**src/rtl/mac_axi_pkg.sv**
```systemverilog
// Shared constants, channel indices and the reference MAC function for the MAC stream driver.
// The reference function is used by the driver only when MAC_DRV_CHECK_EN is defined.
package mac_axi_pkg;

    localparam int DATA_WIDTH_DEF = 8;

    // Field positions inside the packed operand word, in units of DATA_WIDTH.
    localparam int OFS_A = 0;
    localparam int OFS_B = 1;
    localparam int OFS_C = 2;
    localparam int OFS_D = 3;

    typedef enum logic [1:0] {
        CH_A = 2'd0,
        CH_B = 2'd1,
        CH_C = 2'd2,
        CH_D = 2'd3
    } channel_t;

    // Operands arrive already sign-extended; the result is masked to dw bits (dw < 32).
    function automatic int mac_expected(input int a, input int b, input int c, input int d,
                                        input int dw);
        int prod;
        prod = (a + b) * (c + d);
        return prod & ((1 << dw) - 1);
    endfunction

endpackage

```
**src/rtl/mac_drv_exp_fifo.sv**
```systemverilog
// In-order FIFO of expected MAC results with full/empty flags.
// Instantiated by mac_axi_driver only when MAC_DRV_CHECK_EN is defined.
module mac_drv_exp_fifo #(
    parameter int WIDTH = 8,
    parameter int DEPTH = 4
) (
    input  logic             clk,
    input  logic             reset,
    input  logic             push,
    input  logic [WIDTH-1:0] push_data,
    input  logic             pop,
    output logic [WIDTH-1:0] pop_data,
    output logic             full,
    output logic             empty
);

    localparam int PTR_W = (DEPTH > 1) ? $clog2(DEPTH) : 1;
    localparam int CNT_W = $clog2(DEPTH + 1);

    logic [WIDTH-1:0] mem [DEPTH];
    logic [PTR_W-1:0] wr_ptr;
    logic [PTR_W-1:0] rd_ptr;
    logic [CNT_W-1:0] count;
    logic             wr_en;
    logic             rd_en;

    function automatic logic [PTR_W-1:0] next_ptr(input logic [PTR_W-1:0] p);
        return (p == PTR_W'(DEPTH - 1)) ? '0 : p + PTR_W'(1);
    endfunction

    assign wr_en    = push & ~full;
    assign rd_en    = pop & ~empty;
    assign full     = (count == CNT_W'(DEPTH));
    assign empty    = (count == '0);
    assign pop_data = mem[rd_ptr];

    always_ff @(posedge clk) begin
        if (wr_en) begin
            mem[wr_ptr] <= push_data;
        end
    end

    always_ff @(posedge clk) begin
        if (reset) begin
            wr_ptr <= '0;
            rd_ptr <= '0;
            count  <= '0;
        end else begin
            if (wr_en) begin
                wr_ptr <= next_ptr(wr_ptr);
            end
            if (rd_en) begin
                rd_ptr <= next_ptr(rd_ptr);
            end
            case ({wr_en, rd_en})
                2'b10:   count <= count + CNT_W'(1);
                2'b01:   count <= count - CNT_W'(1);
                default: count <= count;
            endcase
        end
    end

endmodule

```
**src/rtl/mac_axi_driver.sv**
```systemverilog
// Forks packed operand words onto four valid/ready channels under a credit limit and
// forwards the result stream through a one-entry register. Result checking: MAC_DRV_CHECK_EN.
module mac_axi_driver
    import mac_axi_pkg::*;
#(
    parameter int DATA_WIDTH      = DATA_WIDTH_DEF,
    parameter int MAX_OUTSTANDING = 4,
    parameter int CNT_WIDTH       = 16
) (
    input  logic                    clk,
    input  logic                    reset,
    input  logic [4*DATA_WIDTH-1:0] s_data,
    input  logic                    s_valid,
    output logic                    s_ready,
    output logic [DATA_WIDTH-1:0]   a_data,
    output logic                    a_valid,
    input  logic                    a_ready,
    output logic [DATA_WIDTH-1:0]   b_data,
    output logic                    b_valid,
    input  logic                    b_ready,
    output logic [DATA_WIDTH-1:0]   c_data,
    output logic                    c_valid,
    input  logic                    c_ready,
    output logic [DATA_WIDTH-1:0]   d_data,
    output logic                    d_valid,
    input  logic                    d_ready,
    input  logic [DATA_WIDTH-1:0]   r_data,
    input  logic                    r_valid,
    output logic                    r_ready,
    output logic [DATA_WIDTH-1:0]   o_data,
    output logic                    o_valid,
    input  logic                    o_ready,
    output logic [CNT_WIDTH-1:0]    issued_count,
    output logic [CNT_WIDTH-1:0]    returned_count,
    output logic                    busy,
    output logic                    mismatch,
    output logic [7:0]              err_count
);

    localparam int OUT_W = 4;

    logic [4*DATA_WIDTH-1:0] op_data;
    logic                    op_full;
    logic [3:0]              sent;
    logic [OUT_W-1:0]        outstanding;
    logic [3:0]              ch_ready;
    logic [3:0]              ch_valid;
    logic [3:0]              ch_hs;
    logic                    dispatch_done;
    logic                    r_accept;

    assign ch_ready      = {d_ready, c_ready, b_ready, a_ready};
    assign ch_valid      = {4{op_full}} & ~sent;
    assign ch_hs         = ch_valid & ch_ready;
    assign dispatch_done = op_full & (&(sent | ch_hs));
    assign s_ready       = ~op_full & (outstanding < OUT_W'(MAX_OUTSTANDING));
    assign r_ready       = ~o_valid | o_ready;
    assign r_accept      = r_valid & r_ready;
    assign busy          = op_full | (outstanding != '0);

    assign a_valid = ch_valid[CH_A];
    assign b_valid = ch_valid[CH_B];
    assign c_valid = ch_valid[CH_C];
    assign d_valid = ch_valid[CH_D];
    assign a_data  = op_data[OFS_A*DATA_WIDTH +: DATA_WIDTH];
    assign b_data  = op_data[OFS_B*DATA_WIDTH +: DATA_WIDTH];
    assign c_data  = op_data[OFS_C*DATA_WIDTH +: DATA_WIDTH];
    assign d_data  = op_data[OFS_D*DATA_WIDTH +: DATA_WIDTH];

    // The capture branch only fires while op_full is low, so channel data stays stable while valid.
    always_ff @(posedge clk) begin
        if (reset) begin
            op_full <= 1'b0;
            sent    <= '0;
            op_data <= '0;
        end else if (s_valid && s_ready) begin
            op_data <= s_data;
            op_full <= 1'b1;
            sent    <= '0;
        end else if (dispatch_done) begin
            op_full <= 1'b0;
            sent    <= '0;
        end else begin
            sent <= sent | ch_hs;
        end
    end

    always_ff @(posedge clk) begin
        if (reset) begin
            outstanding  <= '0;
            issued_count <= '0;
        end else begin
            if (dispatch_done) begin
                issued_count <= issued_count + CNT_WIDTH'(1);
            end
            case ({dispatch_done, r_accept})
                2'b10: outstanding <= outstanding + OUT_W'(1);
                2'b01: begin
                    if (outstanding != '0) begin
                        outstanding <= outstanding - OUT_W'(1);
                    end
                end
                default: outstanding <= outstanding;
            endcase
        end
    end

    always_ff @(posedge clk) begin
        if (reset) begin
            o_valid        <= 1'b0;
            o_data         <= '0;
            returned_count <= '0;
        end else if (r_accept) begin
            o_data         <= r_data;
            o_valid        <= 1'b1;
            returned_count <= returned_count + CNT_WIDTH'(1);
        end else if (o_ready) begin
            o_valid <= 1'b0;
        end
    end

`ifdef MAC_DRV_CHECK_EN
    logic [DATA_WIDTH-1:0] exp_push_data;
    logic [DATA_WIDTH-1:0] exp_head;
    logic                  fifo_push;
    logic                  fifo_pop;
    logic                  fifo_full;
    logic                  fifo_empty;
    logic                  check_fail;
    logic                  mismatch_q;
    logic [7:0]            err_q;

    assign exp_push_data = DATA_WIDTH'(mac_expected(
        int'($signed(a_data)), int'($signed(b_data)),
        int'($signed(c_data)), int'($signed(d_data)), DATA_WIDTH));

    // A result arriving in the same cycle its set dispatches into an empty FIFO bypasses it.
    assign fifo_push  = dispatch_done & ~fifo_full & ~(r_accept & fifo_empty);
    assign fifo_pop   = r_accept & ~fifo_empty;
    assign check_fail = r_accept & (fifo_empty ? (~dispatch_done | (exp_push_data != r_data))
                                               : (exp_head != r_data));

    mac_drv_exp_fifo #(
        .WIDTH (DATA_WIDTH),
        .DEPTH (MAX_OUTSTANDING)
    ) u_exp_fifo (
        .clk       (clk),
        .reset     (reset),
        .push      (fifo_push),
        .push_data (exp_push_data),
        .pop       (fifo_pop),
        .pop_data  (exp_head),
        .full      (fifo_full),
        .empty     (fifo_empty)
    );

    always_ff @(posedge clk) begin
        if (reset) begin
            mismatch_q <= 1'b0;
            err_q      <= '0;
        end else if (check_fail) begin
            mismatch_q <= 1'b1;
            if (err_q != 8'hFF) begin
                err_q <= err_q + 8'd1;
            end
        end
    end

    assign mismatch  = mismatch_q;
    assign err_count = err_q;
`else
    assign mismatch  = 1'b0;
    assign err_count = 8'd0;
`endif

endmodule

```
**config.mk**
```make
export PLATFORM = sky130hd
export DESIGN_NAME = mac_axi_driver
export DESIGN_NICKNAME = d
export VERILOG_FILES = /design/src/rtl/mac_axi_pkg.sv /design/src/rtl/mac_drv_exp_fifo.sv /design/src/rtl/mac_axi_driver.sv
export SDC_FILE = /design/constraint.sdc
export NUM_CORES = 1
export LEC_CHECK = 0
export ABC_AREA = 1
export CAP_MARGIN = 20
export CORE_MARGIN = 2
export CORE_UTILIZATION = 48
export CTS_CLUSTER_SIZE = 28
export DETAILED_ROUTE_END_ITERATION = 16
export GPL_ROUTABILITY_DRIVEN = 0
export PLACE_DENSITY = 0.92
export SLEW_MARGIN = 15
export SYNTH_ARGS = -nofsm -noshare
export SYNTH_HDL_FRONTEND = slang
export SYNTH_SLANG_ARGS = --single-unit
```
**constraint.sdc**
```tcl
create_clock -name clk -period 3.8 [get_ports clk]
set_input_delay 0.76 -clock clk [delete_from_list [all_inputs] [get_ports clk]]
set_output_delay 0.76 -clock clk [all_outputs]
set_load 0.01 [all_outputs]
```
Word level (Yosys, flattened, before mapping)
Cells that the tools add are included.
- flip-flop bits (word level): 82
- input bits: 49
- output and inout bits: 89
- word-level logic and storage cells: 41
- $add $sub $neg: 4
- $lt $le $gt $ge: 1
- eq/ne operators: 3
- mux-type cells: 6
- bitwise operators: 11
- reductions and logical operators: 8
- operator list (operator ; count):
    16-bit by 1-bit adder with 16-bit output (second input constant) ; 2
    4-bit AND ; 2
    4-bit case mux with 2 select lines ; 1
    2-bit nonzero test ; 3
    4-bit by 1-bit adder with 4-bit output (second input constant) ; 1
    4-bit by 3-bit less-than comparator with 1-bit output (second input constant) ; 1
    1-bit 2-to-1 mux ; 4
    4-bit 2-to-1 mux ; 1
    4-bit NOT ; 1
    4-bit bitwise OR ; 1
    4-bit AND reduction ; 1
    4-bit nonzero test ; 1
    4-bit by 1-bit subtractor with 4-bit output (second input constant) ; 1
    1-bit AND ; 3
    3-bit OR reduction ; 1
    2-bit by 1-bit == test with 1-bit output (second input constant) ; 1
    2-bit == test (second input constant) ; 1
    2-bit != test (second input constant) ; 1
    1-bit NOT ; 2
    1-bit bitwise OR ; 2
    2-bit AND reduction ; 1
    1-bit logical AND ; 1

Depth between registers and ports, before layout
- depth in word-level cells: 9
- mapped depth: 18
- depth with buffers taken out: 17

Worst setup path after synthesis
Ideal clock, no wire load.
- path kind: input -> register
- start: input a_ready
- end: register outstanding[3]
- setup time: 113 ps
- arrival: 2052 ps
- data required time: 3687 ps
- slack: 1635 ps
- stages on the path: 17
- path through: nand2_4 > nand2_4 > nand2_2 > nor2_2 > nand2_2 > nand2_1 > inv_1 > ha_1 > a21o_1 > nand2_1 > nand2_1 > inv_1 > nand2_1 > nand2_1 > nor2_1 > nor2_1 > nor2_1
- cells in the longest elaborated chain, start to end: 7
- elaborated cells on any way between the ends: 10
- classes of those cells: eq/ne (3); mux (1); bitwise (3); reduce/logical (3)
- ends and longest elaborated chain (element ; RTL line ; text):
    from (decl) ; mac_axi_driver.sv:17 ; input logic a_ready,
    4-bit AND * ; mac_axi_driver.sv:54 ; assign ch_hs = ch_valid & ch_ready;
    4-bit bitwise OR * ; mac_axi_driver.sv:55 ; assign dispatch_done = op_full & (&(sent | ch_hs));
    4-bit AND reduction * ; mac_axi_driver.sv:55 ;
    1-bit AND * ; mac_axi_driver.sv:55 ;
    2-bit by 1-bit == test with 1-bit output or 2-bit == test (tied branches) ; mac_axi_driver.sv:96 ; case ({dispatch_done, r_accept})
    2-bit != test (no line) or 2-bit nonzero test (tied branches) ; -- ;
    2-bit AND reduction (no line) ; -- ;
    to (signal assigned) ; mac_axi_driver.sv:97 ; 2'b10: outstanding <= outstanding + OUT_W'(1);
    to (signal assigned) ; mac_axi_driver.sv:100 ; outstanding <= outstanding - OUT_W'(1);
    to (signal assigned) ; mac_axi_driver.sv:103 ; default: outstanding <= outstanding;
    to (decl) ; mac_axi_driver.sv:45 ; logic [OUT_W-1:0] outstanding;
Every way passes the cells marked *; elsewhere a longest branch is shown, timed or not.
A chain may end at the register's enable or synchronous reset.

Worst setup path in the final report
- start: register op_full
- end: output busy
- cells in the longest elaborated chain, start to end: 1
- ends and longest elaborated chain (element ; RTL line ; text):
    from (decl) ; mac_axi_driver.sv:43 ; logic op_full;
    from (signal assigned) ; mac_axi_driver.sv:73 ; op_full <= 1'b0;
    from (signal assigned) ; mac_axi_driver.sv:78 ; op_full <= 1'b1;
    from (signal assigned) ; mac_axi_driver.sv:81 ; op_full <= 1'b0;
    1-bit bitwise OR ; mac_axi_driver.sv:59 ; assign busy = op_full | (outstanding != '0);
    to (decl) ; mac_axi_driver.sv:35 ; output logic busy,
No other way between the ends.

==> reports/metrics.cfg <==
[place]
hpwl_mm = 6.569
portBuffers = 128
dpl_cell_area_um2 = 4956

[drt]
drc = 0
wl_mm = 9.174
dr.pass1.iters = 4
avgViaCountPerCell = 5.031
via_count = 3562
drt_iter0_markers = 83
ant_nets = 0
wire_per_inst_um = 12.96

[clocking]
htree_levels = 3
cts_buffers = 9
tritoncts = done
cts.path.max_buffers = 2
clock_tree.root_cell = clkbuf_8
cts.repair.resized = 0
clock_latency_ns = 0.35
path_clk_slew_ns = 0.09
hold_buffers = 0
cts.sinks = 82
post-cts-setup-buffers = 0

[layout]
n_fill_cell = 559
diodes = 0
drive_gt1_share_pct = 8.539
nets = 658
area_growth_pct = 41.79
final_area_um2 = 5184

[sta]
hold_viol_final = 0
period_share_pct = 72.04
max_freq_ghz = 0.3653
worst_pin_slew_ns = 0.6122
clock-skew-final_ns = 0.009504
rsz0062_at_grt = false
finalSetupTns_ns = 0
slew_headroom_pct = 59.14
setup_viol = 0
period_needed_ns = 2.738
drv_slew = 0

[logic_synthesis]
yosys_warnings = 0
synth-seq-cells = 82
avgSynthCellArea_um2 = 7.569
yosysMostFrequentCell = dfxtp_1
synth.largest_area_cell = dfxtp_1
synth_commonest_cells = 82 x dfxtp_1, 79 x nand2_1, 62 x a21oi_1
syn_area_um2 = 3656
synth_edf_count = 0
synthCells = 483
synth_cell_type_count = 37
seq_area_frac_synth_pct = 44.90
synth_top_area_share_pct = 44.90
synth_area_leaders = dfxtp_1 45%, a21oi_1 8.5%, nand2_1 8.1%, nand3_1 6.8%, nor2_1 5.0%
synthFlopType = dfxtp_1
synthArstFlopShare_pct = 0

[pwr]
power_frac_seq_pct = 42.2
leakagePower_nw = 1.936
p_per_area_nw_per_um2 = 461.4
switchingPower_mw = 0.7371
p_int_mw = 1.655
p_comb_share_pct = 28.1
p_sw_share_pct = 30.82
vdd_drop_max_uv = 233.0
power_frac_clock_pct = 29.8

[hold_path]
hold_class = flip-flop to flip-flop

[setup_path]
cp_top_family = buffers and inverters
start_kind = flip-flop
cp_max_fo = 35
critical-path-max-stage-delay_ns = 0.52
worst-endpoint-required_ns = 3.04
crit_arrival_ns = 1.98
critPathBufInv = 2
path_cells = nor3_4, buf_4, nand3_1, clkdlybuf4s50_1
slowest_stage = clkdlybuf4s50_1
crit_type = flip-flop to output port
worstSetupEndpointType = output port

[die]
fp.dieH_um = 91.28
num_rows = 31
ios = 138
initial_utilization_pct = 49.87
core_um2 = 7331
dieArea_um2 = 8331
die_x_um = 91.28

[global_routing]
grt_pass1_wl_mm = 15.61
antenna_found_initial = 0
grt_usage_pct = 22.53
first_global_vias = 3500
grt-ovfl-total = 0
grt_max_degree = 44

[outcome]
status = complete, no violations

[flow_run]
drv_cap = 0

## metal layers
metal / global-route usage [%] / part of all wire (%)
met2: 40.19 / 52
met4: 8.460 / 1.6
met3: 3.734 / 4.5
met1: 27.07 / 42
met5: 0 / 0
## layout make-up
type / instances / area (um^2) / area share (%)
inverters: 43 / 161.4 / 3.114
flip-flops and latches: 82 / 1642 / 31.67
multi-input cells: 334 / 1703 / 32.85
clock buffers: 10 / 137.6 / 2.655
repair buffers: 134 / 1326 / 25.59
well taps: 99 / 123.9 / 2.390
clock inverters: 6 / 90.09 / 1.738
## kinds of logic after synthesis
kind of cell | synth area share (%)
xor+xnor | 0.9584
fa+ha+maj | 1.917
simple gates | 28.58
buf+inv | 9.342
flops | 44.90
other cells | 0.1026
compound gates | 14.20
## path summary, 6_finish.rpt
check / startpoint / end / slack, ns / cells after the start
setup / recovery: op_full$_SDFFE_PP0P_ / busy / 1.06 / 4
hold / removal: op_data[17]$_SDFFE_PP0P_ / op_data[17]$_SDFFE_PP0P_ / 0.46 / 2
setup reg to reg: op_full$_SDFFE_PP0P_ / outstanding[3]$_SDFFE_PP0P_ / 1.38 / 17
hold reg to reg: op_data[17]$_SDFFE_PP0P_ / op_data[17]$_SDFFE_PP0P_ / 0.46 / 2
## worst min-delay path, stage by stage (launching register included)
cell and delay (ns):
dfxtp_1 0.32, nand2_1 0.06, a21oi_1 0.05
## power groups by stage
stage               logic [mW]  clock network [mW]  registers, mW
global route             0.741               0.761           1.02
floorplan                0.356                   0           1.04
detailed placement       0.675                   0           1.03
finish                   0.672               0.712           1.01
global placement         0.657                   0           1.02
CTS                      0.677               0.723           1.01
## placed cells by master (no fill, tap or decap), types with 6 or more instances in the layout
cell type	Yosys	layout
dfxtp_1	82	82
nand2_2	7	7
buf_4	9	6
nor3_1	10	10
inv_1	40	40
nand3_1	50	50
clkbuf_8	0	10
nand2_4	6	6
clkdlybuf4s50_1	0	128
nand2_1	79	79
conb_1	1	9
nor2_1	49	49
a21oi_1	62	62
o21ai_0	25	25
## state kept, by name, summed over array words and instances, names as in the netlist
signal	cells
outstanding	4
op_data	32
sent	4
o_data	8
returned_count	16
issued_count	16
op_full	1
o_valid	1
## per-stage QoR
| step | total power [mW] | cells | hold slack (ns) | worst slack, ns | util (%) |
|---|---|---|---|---|---|
| 2_1_floorplan | 1.398 | 491 | 0.4437 | 1.635 | - |
| 3_3_place_gp | 1.680 | 692 | 0.4481 | 0.8866 | 67.61 |
| 3_5_place_dp | 1.701 | 692 | 0.4531 | 0.7870 | 67.61 |
| 4_1_cts | 2.408 | 708 | 0.4671 | 1.034 | 70.71 |
| 5_1_grt | 2.522 | 708 | 0.4815 | 0.8966 | 70.71 |
| 6_report | 2.392 | 708 | 0.4638 | 1.062 | 70.71 |
Note: power is estimated with default switching activity, not from simulation.
